## src/rtl/damage_arbiter.sv

```systemverilog
// damage_arbiter: edge-detects per-source hit requests, grants them round-robin,
// applies one saturating damage subtraction per grant and then holds an
// invulnerability cooldown measured in frame ticks. KO latches at zero health.
module damage_arbiter #(
  parameter int NUM_SRC     = 4,
  parameter int HEALTH_W    = 8,
  parameter int DMG_W       = 8,
  parameter int HEALTH_INIT = 240,
  parameter int COOLDOWN    = 30
) (
  input  logic                     Clk,
  input  logic                     Reset_n,
  input  logic                     new_round,
  input  logic                     frame_tick,
  input  logic [NUM_SRC-1:0]       hit_req,
  input  logic [NUM_SRC*DMG_W-1:0] hit_dmg,
  output logic [NUM_SRC-1:0]       hit_ack,
  output logic                     hit_pulse,
  output logic [HEALTH_W-1:0]      health,
  output logic                     invuln,
  output logic                     ko
);

  localparam int PTR_W = (NUM_SRC > 1) ? $clog2(NUM_SRC) : 1;
  localparam int CNT_W = $clog2(COOLDOWN + 2);
  localparam int CMP_W = (HEALTH_W > DMG_W) ? HEALTH_W : DMG_W;
  localparam logic [NUM_SRC-1:0] ONE_HOT0 = {{(NUM_SRC-1){1'b0}}, 1'b1};

  typedef enum logic [1:0] {S_IDLE, S_APPLY, S_COOL, S_KO} state_e;

  state_e               state_q, state_d;
  logic [NUM_SRC-1:0]   pending_q, pending_d;
  logic [NUM_SRC-1:0]   req_prev_q;
  logic [PTR_W-1:0]     rr_ptr_q, rr_ptr_d;
  logic [PTR_W-1:0]     idx_q, idx_d;
  logic [DMG_W-1:0]     dmg_q, dmg_d;
  logic [CNT_W-1:0]     cnt_q, cnt_d;
  logic [HEALTH_W-1:0]  health_q, health_d;
  logic [NUM_SRC-1:0]   ack_q, ack_d;
  logic                 pulse_q, pulse_d;
  logic                 invuln_q, invuln_d;
  logic                 ko_q, ko_d;

  logic [NUM_SRC-1:0]   rise_s;
  logic                 grant_found_s;
  logic [PTR_W-1:0]     grant_idx_s;
  logic [DMG_W-1:0]     grant_dmg_s;
  logic [PTR_W:0]       cand_s;
  logic [CMP_W-1:0]     health_ext_s, dmg_ext_s;
  logic [HEALTH_W-1:0]  new_health_s;

  assign rise_s = hit_req & ~req_prev_q;

  // Round-robin search of pending bits starting at rr_ptr, plus damage select.
  always_comb begin
    grant_found_s = 1'b0;
    grant_idx_s   = '0;
    grant_dmg_s   = '0;
    cand_s        = '0;
    for (int k = 0; k < NUM_SRC; k++) begin
      cand_s = {1'b0, rr_ptr_q} + (PTR_W+1)'(k);
      if (cand_s >= (PTR_W+1)'(NUM_SRC)) begin
        cand_s = cand_s - (PTR_W+1)'(NUM_SRC);
      end else begin
        cand_s = cand_s;
      end
      if (!grant_found_s && pending_q[cand_s[PTR_W-1:0]]) begin
        grant_found_s = 1'b1;
        grant_idx_s   = cand_s[PTR_W-1:0];
      end else begin
        grant_found_s = grant_found_s;
      end
    end
    for (int i = 0; i < NUM_SRC; i++) begin
      if (grant_idx_s == PTR_W'(i)) begin
        grant_dmg_s = hit_dmg[i*DMG_W +: DMG_W];
      end else begin
        grant_dmg_s = grant_dmg_s;
      end
    end
  end

  // Saturating subtraction; damage wider than health compares zero-extended.
  always_comb begin
    health_ext_s = CMP_W'(health_q);
    dmg_ext_s    = CMP_W'(dmg_q);
    if (health_ext_s > dmg_ext_s) begin
      new_health_s = HEALTH_W'(health_ext_s - dmg_ext_s);
    end else begin
      new_health_s = '0;
    end
  end

  // Next-state, pending bookkeeping and registered-output decode.
  always_comb begin
    state_d   = state_q;
    pending_d = pending_q | rise_s;
    rr_ptr_d  = rr_ptr_q;
    idx_d     = idx_q;
    dmg_d     = dmg_q;
    cnt_d     = cnt_q;
    health_d  = health_q;
    case (state_q)
      S_IDLE: begin
        if (grant_found_s) begin
          // A fresh rise on the granted source in the same cycle survives.
          pending_d = (pending_q & ~(ONE_HOT0 << grant_idx_s)) | rise_s;
          idx_d     = grant_idx_s;
          dmg_d     = grant_dmg_s;
          if (grant_idx_s == PTR_W'(NUM_SRC - 1)) begin
            rr_ptr_d = '0;
          end else begin
            rr_ptr_d = grant_idx_s + PTR_W'(1);
          end
          state_d = S_APPLY;
        end else begin
          state_d = S_IDLE;
        end
      end
      S_APPLY: begin
        health_d = new_health_s;
        if (new_health_s == '0) begin
          state_d = S_KO;
        end else if (COOLDOWN == 0) begin
          state_d = S_IDLE;
        end else begin
          state_d = S_COOL;
          cnt_d   = CNT_W'(COOLDOWN);
        end
      end
      S_COOL: begin
        // Hits landing during invulnerability are discarded, not deferred.
        pending_d = '0;
        if (frame_tick) begin
          if (cnt_q == CNT_W'(1)) begin
            state_d = S_IDLE;
            cnt_d   = '0;
          end else begin
            cnt_d = cnt_q - CNT_W'(1);
          end
        end else begin
          cnt_d = cnt_q;
        end
      end
      S_KO: begin
        pending_d = '0;
        state_d   = S_KO;
      end
      default: begin
        state_d   = S_IDLE;
        pending_d = '0;
      end
    endcase
    if (new_round) begin
      health_d  = HEALTH_W'(HEALTH_INIT);
      state_d   = S_IDLE;
      pending_d = '0;
      rr_ptr_d  = '0;
      cnt_d     = '0;
    end else begin
      health_d = health_d;
    end
    pulse_d  = (state_d == S_APPLY);
    ack_d    = (state_d == S_APPLY) ? (ONE_HOT0 << idx_d) : '0;
    invuln_d = (state_d == S_COOL);
    ko_d     = (state_d == S_KO);
  end

  // State and output registers with asynchronous active-low reset.
  always_ff @(posedge Clk or negedge Reset_n) begin
    if (!Reset_n) begin
      state_q    <= S_IDLE;
      pending_q  <= '0;
      req_prev_q <= '0;
      rr_ptr_q   <= '0;
      idx_q      <= '0;
      dmg_q      <= '0;
      cnt_q      <= '0;
      health_q   <= HEALTH_W'(HEALTH_INIT);
      ack_q      <= '0;
      pulse_q    <= 1'b0;
      invuln_q   <= 1'b0;
      ko_q       <= 1'b0;
    end else begin
      state_q    <= state_d;
      pending_q  <= pending_d;
      req_prev_q <= hit_req;
      rr_ptr_q   <= rr_ptr_d;
      idx_q      <= idx_d;
      dmg_q      <= dmg_d;
      cnt_q      <= cnt_d;
      health_q   <= health_d;
      ack_q      <= ack_d;
      pulse_q    <= pulse_d;
      invuln_q   <= invuln_d;
      ko_q       <= ko_d;
    end
  end

  assign hit_ack   = ack_q;
  assign hit_pulse = pulse_q;
  assign health    = health_q;
  assign invuln    = invuln_q;
  assign ko        = ko_q;

endmodule

```

## config.mk

```make
export PLATFORM = sky130hd
export DESIGN_NAME = damage_arbiter
export DESIGN_NICKNAME = d
export VERILOG_FILES = /design/src/rtl/damage_arbiter.sv
export SDC_FILE = /design/constraint.sdc
export NUM_CORES = 1
export LEC_CHECK = 0
export ABC_AREA = 1
export CAP_MARGIN = 20
export CORE_MARGIN = 2
export CORE_UTILIZATION = 57
export DETAILED_ROUTE_END_ITERATION = 8
export PLACE_DENSITY = 0.95
export SLEW_MARGIN = 25
export SYNTH_ARGS = -nofsm -noshare
export SYNTH_HDL_FRONTEND = slang
export SYNTH_SLANG_ARGS = --single-unit
export TNS_END_PERCENT = 1
```

## constraint.sdc

```tcl
create_clock -name Clk -period 6.3 [get_ports Clk]
set_clock_uncertainty 0.2 [all_clocks]
set_input_delay 1.575 -clock Clk [delete_from_list [all_inputs] [get_ports Clk]]
set_output_delay 1.575 -clock Clk [all_outputs]
set_load 0.02 [all_outputs]
```

==> impl_results.rst <==
.. list-table::
   :header-rows: 1

   * - Metric
     - Value
   * - Run status
     - completed
   * - Share of final-layout standard cells stronger than drive strength 1
     - 0.112
   * - H-Tree Level Count
     - 2
   * - Internal power contribution
     - just over 1000 uW
   * - Slowest library cell on the worst path
     - sky130_fd_sc_hd__dfrtp_1
   * - CTS Buf Count
     - 5
   * - Clock tree from TritonCTS
     - done
   * - Combinational cell fraction of total power
     - 0.719
   * - Total routing resource utilization after global routing
     - 0.278
   * - Critical R2R Launch
     - rr_ptr_q[0]$_DFFE_PN0P_
   * - Placed Area
     - ~0.0035 mm^2
   * - Max Root-Sink Buffers
     - 2
   * - Final total negative setup slack
     - 0 ns
   * - Crit path required time
     - between 6 and 7 ns
   * - Hold buffers post-CTS
     - 0
   * - Initial antenna violation count
     - 0
   * - Synth Area per Inst
     - 7.34 um^2
   * - Core Util, Final
     - 0.738
   * - Antenna diode count
     - 0
   * - Count of different cell masters after synthesis
     - 42
   * - Effective utilization at floorplan
     - 0.602
   * - Share of total power in the clock network
     - 0.080
   * - Residual overflow from global routing
     - 0
   * - Endpoint type of the worst setup path
     - flop
   * - Die outline area
     - ~0.0057 mm^2
   * - Data arrival time of the critical path
     - 3.51 ns
   * - CP Buf/Inv Count
     - 3
   * - Most frequent standard cell in the layout excluding fill and tap cells
     - sky130_fd_sc_hd__nand2_1
   * - Lkg Pwr
     - 0.00176 uW
   * - Setup-failing EPs final
     - 0
   * - Number of antenna-violating nets in the routed design
     - 0
   * - Total chip power
     - 2240 uW
   * - Placement-stage worst setup slack
     - approximately 2.8 ns
   * - Part of the power in registers
     - 0.202
   * - Largest net degree at the start of global routing
     - 43
   * - Post_cts resized
     - 0
   * - Number of buffers inserted by port buffering
     - between 50 and 60
   * - Post-route cell area
     - ~0.0036 mm^2
   * - Detailed Place HPWL
     - just under 6000 um
   * - Maximum capacitance violations
     - 0
   * - Avg WL per Cell
     - ~15 um
   * - Max layer used
     - met4
   * - Min-delay src
     - req_prev_q[1]$_DFF_PN0_
   * - Insertion delay of the later-clocked pin in the worst-skew pair
     - approximately 0.30 ns
   * - Number of sinks driven by the clock tree
     - 42
   * - Num rows
     - 25
   * - I/O pin count
     - between 50 and 60
   * - Cells after Synth
     - roughly 400
   * - Max-slew violations
     - 0
   * - Setup repair after global routing missed its margin
     - no
   * - Switching power of the nets
     - roughly 1200 uW
   * - Endpoint of the worst-slack reg-to-reg timing path
     - dmg_ext_s[1]$_DFFE_PN0P_
   * - Longest individual stage delay on the worst path
     - between 0.6 and 0.7 ns
   * - Primary flip-flop cell chosen by synthesis mapping
     - sky130_fd_sc_hd__dfrtp_1
   * - Number of setup buffers added after CTS
     - 0
   * - Drt drc
     - 0
   * - Post-Synthesis Cell Area
     - around 0.0029 mm^2
   * - Headroom to the max-slew limit
     - 0.617
   * - Core region area
     - 0.00482 mm^2
   * - Setup ws final
     - ~2.8 ns
   * - Floorplan die height
     - between 70 and 80 um
   * - Die width
     - between 70 and 80 um
   * - Kind of cell adding the most delay to the critical path
     - simple AND/OR/NAND/NOR gates
   * - Setup slack of the worst register-to-register path
     - between 2 and 3 ns
   * - Maximum fanout count along the critical path
     - 12
   * - Maximum VDD drop
     - a little over 0.3 mV
   * - CP Launch Type
     - flop
   * - Via total after detailed routing
     - about 2,800
   * - Wire length of the first global-routing pass
     - roughly 12,000 um
   * - Switching part of the total
     - 0.546
   * - Register bit total from synthesis
     - 42
   * - First-pass detailed-route iteration total
     - 5
   * - Cell count of the worst reg-to-reg path
     - 18
   * - Starting DRC count in detailed routing
     - between 200 and 300
   * - Total Routed Length
     - roughly 7500 um
   * - Net count after synthesis
     - 450
   * - Critical path class
     - reg -> reg
   * - Clock transition at the registers of the reported paths
     - about 0.09 ns
   * - Gp weighted congestion
     - 0.957
   * - Fin crit share
     - 0.560
   * - Vias in the first global route
     - around 2,800
   * - Async set or reset register ratio after synthesis
     - 1.00
   * - Cell Pwr Density
     - ~630 mW/mm^2
   * - Growth of design area from synthesis to finish
     - 22.7%
   * - Worst hold path endpoint
     - pending_q[1]$_DFF_PN0_
   * - Cell breakdown of the critical path
     - nand2_1 -> o21ai_0 -> nor2_1 -> a21oi_2 -> inv_1 -> nor2_2 -> nand2_1 -> nand2_1 -> nand2_2 -> inv_1 -> ha_1 -> clkinv_1 -> nand3_1 -> nand2_1 -> o21ai_0 -> o21ai_0 -> nand2_1 -> o21ai_0
   * - DR WL met3
     - between 400 and 500 um
   * - Via-to-Cell Ratio
     - approximately 5.5
   * - Met1 WL
     - 3140 um
   * - Cell at the root of the clock tree
     - sky130_fd_sc_hd__clkbuf_8
   * - Share of synthesized area occupied by flip-flops and latches
     - 0.364
   * - Synth Warn #
     - 0
   * - Most numerous cell on the critical path
     - sky130_fd_sc_hd__nand2_1
   * - Number of enable-type register cells in the synthesized netlist
     - 0
   * - Worst hold path type
     - reg -> reg
   * - Achievable Freq
     - 284 MHz
   * - Number of cells on the worst hold path
     - 3
   * - Final nets
     - around 500
   * - Tightest Pin Transition
     - between 0.5 and 0.6 ns
   * - Most frequent cells in the layout
     - sky130_fd_sc_hd__nand2_1, sky130_fd_sc_hd__inv_1, sky130_fd_sc_hd__clkdlybuf4s50_1
   * - Fin crit period
     - 3.52 ns
   * - Met2 wire length
     - around 3700 um
   * - Final number of hold-violating endpoints
     - 0
-- stage by stage --
stage               hold slack [ns]  instances
floorplan                     0.253        395
global placement              0.282        507
detailed placement            0.296        507
CTS                           0.309        515
global route                  0.340        515
finish                        0.308        515
-- state kept, by name, summed over array words and instances, names as in the netlist --
name        flops
hit_ack         4
idx_q           2
state_q         2
pending_q       4
hit_pulse       1
cnt_q           5
dmg_ext_s       8
req_prev_q      4
rr_ptr_q        2
ko              1
health          8
invuln          1
-- power groups by stage --
| stage | Clock [uW] | Combinational [uW] | Sequential (uW) |
|---|---|---|---|
| floorplan | 0 | 1190 | 459 |
| global placement | 0 | 1490 | 450 |
| detailed placement | 0 | 1570 | 454 |
| CTS | 180 | 1590 | 450 |
| global route | 190 | 1770 | 461 |
| finish | 178 | 1610 | 452 |
-- worst register-to-register path, stage by stage, from the launching register on --
cell	delay, ns
sky130_fd_sc_hd__dfrtp_1	0.69
sky130_fd_sc_hd__nand2_1	0.09
sky130_fd_sc_hd__o21ai_0	0.12
sky130_fd_sc_hd__nor2_1	0.10
sky130_fd_sc_hd__a21oi_2	0.23
sky130_fd_sc_hd__inv_1	0.11
sky130_fd_sc_hd__nor2_2	0.17
sky130_fd_sc_hd__nand2_1	0.11
sky130_fd_sc_hd__nand2_1	0.09
sky130_fd_sc_hd__nand2_2	0.10
sky130_fd_sc_hd__inv_1	0.11
sky130_fd_sc_hd__ha_1	0.36
sky130_fd_sc_hd__clkinv_1	0.33
sky130_fd_sc_hd__nand3_1	0.14
sky130_fd_sc_hd__nand2_1	0.08
sky130_fd_sc_hd__o21ai_0	0.08
sky130_fd_sc_hd__o21ai_0	0.10
sky130_fd_sc_hd__nand2_1	0.12
sky130_fd_sc_hd__o21ai_0	0.09
-- worst max path at each step --
stage | slack, ns | startpoint | cells past startpoint | end
floorplan | 3.60 | rr_ptr_q[0]$_DFFE_PN0P_ | 19 | dmg_ext_s[6]$_DFFE_PN0P_
global placement | 2.94 | new_round | 9 | cnt_q[2]$_DFFE_PN0P_
detailed placement | 2.81 | new_round | 9 | cnt_q[4]$_DFFE_PN0P_
finish | 2.78 | rr_ptr_q[0]$_DFFE_PN0P_ | 18 | dmg_ext_s[1]$_DFFE_PN0P_
CTS | 2.88 | rr_ptr_q[0]$_DFFE_PN0P_ | 18 | dmg_ext_s[4]$_DFFE_PN0P_
global route | 2.45 | rr_ptr_q[0]$_DFFE_PN0P_ | 18 | dmg_ext_s[3]$_DFFE_PN0P_
-- layer usage --
layer  vias to the layer above  track usage
li1                       1369            -
met1                      1317        0.346
met2                       123        0.483
met3                        21       0.0569
met4                         0       0.0955
met5                         -            0
-- synth_stat cells (2+ instances only) --
library cell / n / area share
sky130_fd_sc_hd__dfstp_2: 4 / 0.036
sky130_fd_sc_hd__o21ai_0: 34 / 0.059
sky130_fd_sc_hd__nor2_1: 21 / 0.027
sky130_fd_sc_hd__ha_1: 14 / 0.060
sky130_fd_sc_hd__nor2_2: 7 / 0.015
sky130_fd_sc_hd__nand2_4: 4 / 0.016
sky130_fd_sc_hd__o21ai_1: 5 / 0.0086
sky130_fd_sc_hd__nand4_1: 2 / 0.0043
sky130_fd_sc_hd__clkinv_1: 2 / 0.0026
sky130_fd_sc_hd__inv_1: 61 / 0.079
sky130_fd_sc_hd__nand3_1: 28 / 0.048
sky130_fd_sc_hd__clkbuf_1: 4 / 0.0052
sky130_fd_sc_hd__nor3_1: 2 / 0.0035
sky130_fd_sc_hd__o211ai_1: 2 / 0.0052
sky130_fd_sc_hd__o31ai_1: 2 / 0.0052
sky130_fd_sc_hd__o22a_1: 2 / 0.0060
sky130_fd_sc_hd__nand2_1: 101 / 0.13
sky130_fd_sc_hd__a21oi_1: 21 / 0.036
sky130_fd_sc_hd__inv_2: 8 / 0.010
sky130_fd_sc_hd__a21oi_2: 2 / 0.0060
sky130_fd_sc_hd__buf_6: 2 / 0.0078
sky130_fd_sc_hd__xnor2_1: 2 / 0.0060
sky130_fd_sc_hd__nand2_2: 6 / 0.013
sky130_fd_sc_hd__dfrtp_1: 38 / 0.33
sky130_fd_sc_hd__o21ai_2: 4 / 0.012
-- kinds of logic after synthesis --
group,share of synthesized area
xor gates and xnor gates,0.0155
DFF,0.364
buffers and inverters,0.110
AOI/OAI and AO/OA,0.156
adders and majority gates,0.0673
and+or+nand+nor,0.286
-- cell type report --
type / instances / area (um^2)
Fill cell: 377 / 1260
Sequential cell: 42 / 1060
Inverter: 71 / 267
Clock buffer: 5 / 68.8
Tap cell: 67 / 83.8
Multi-Input combinational cell: 273 / 1520
Timing Repair Buffer: 54 / 538
Clock inverter: 3 / 21.3
(Power assumes the default switching activity.)
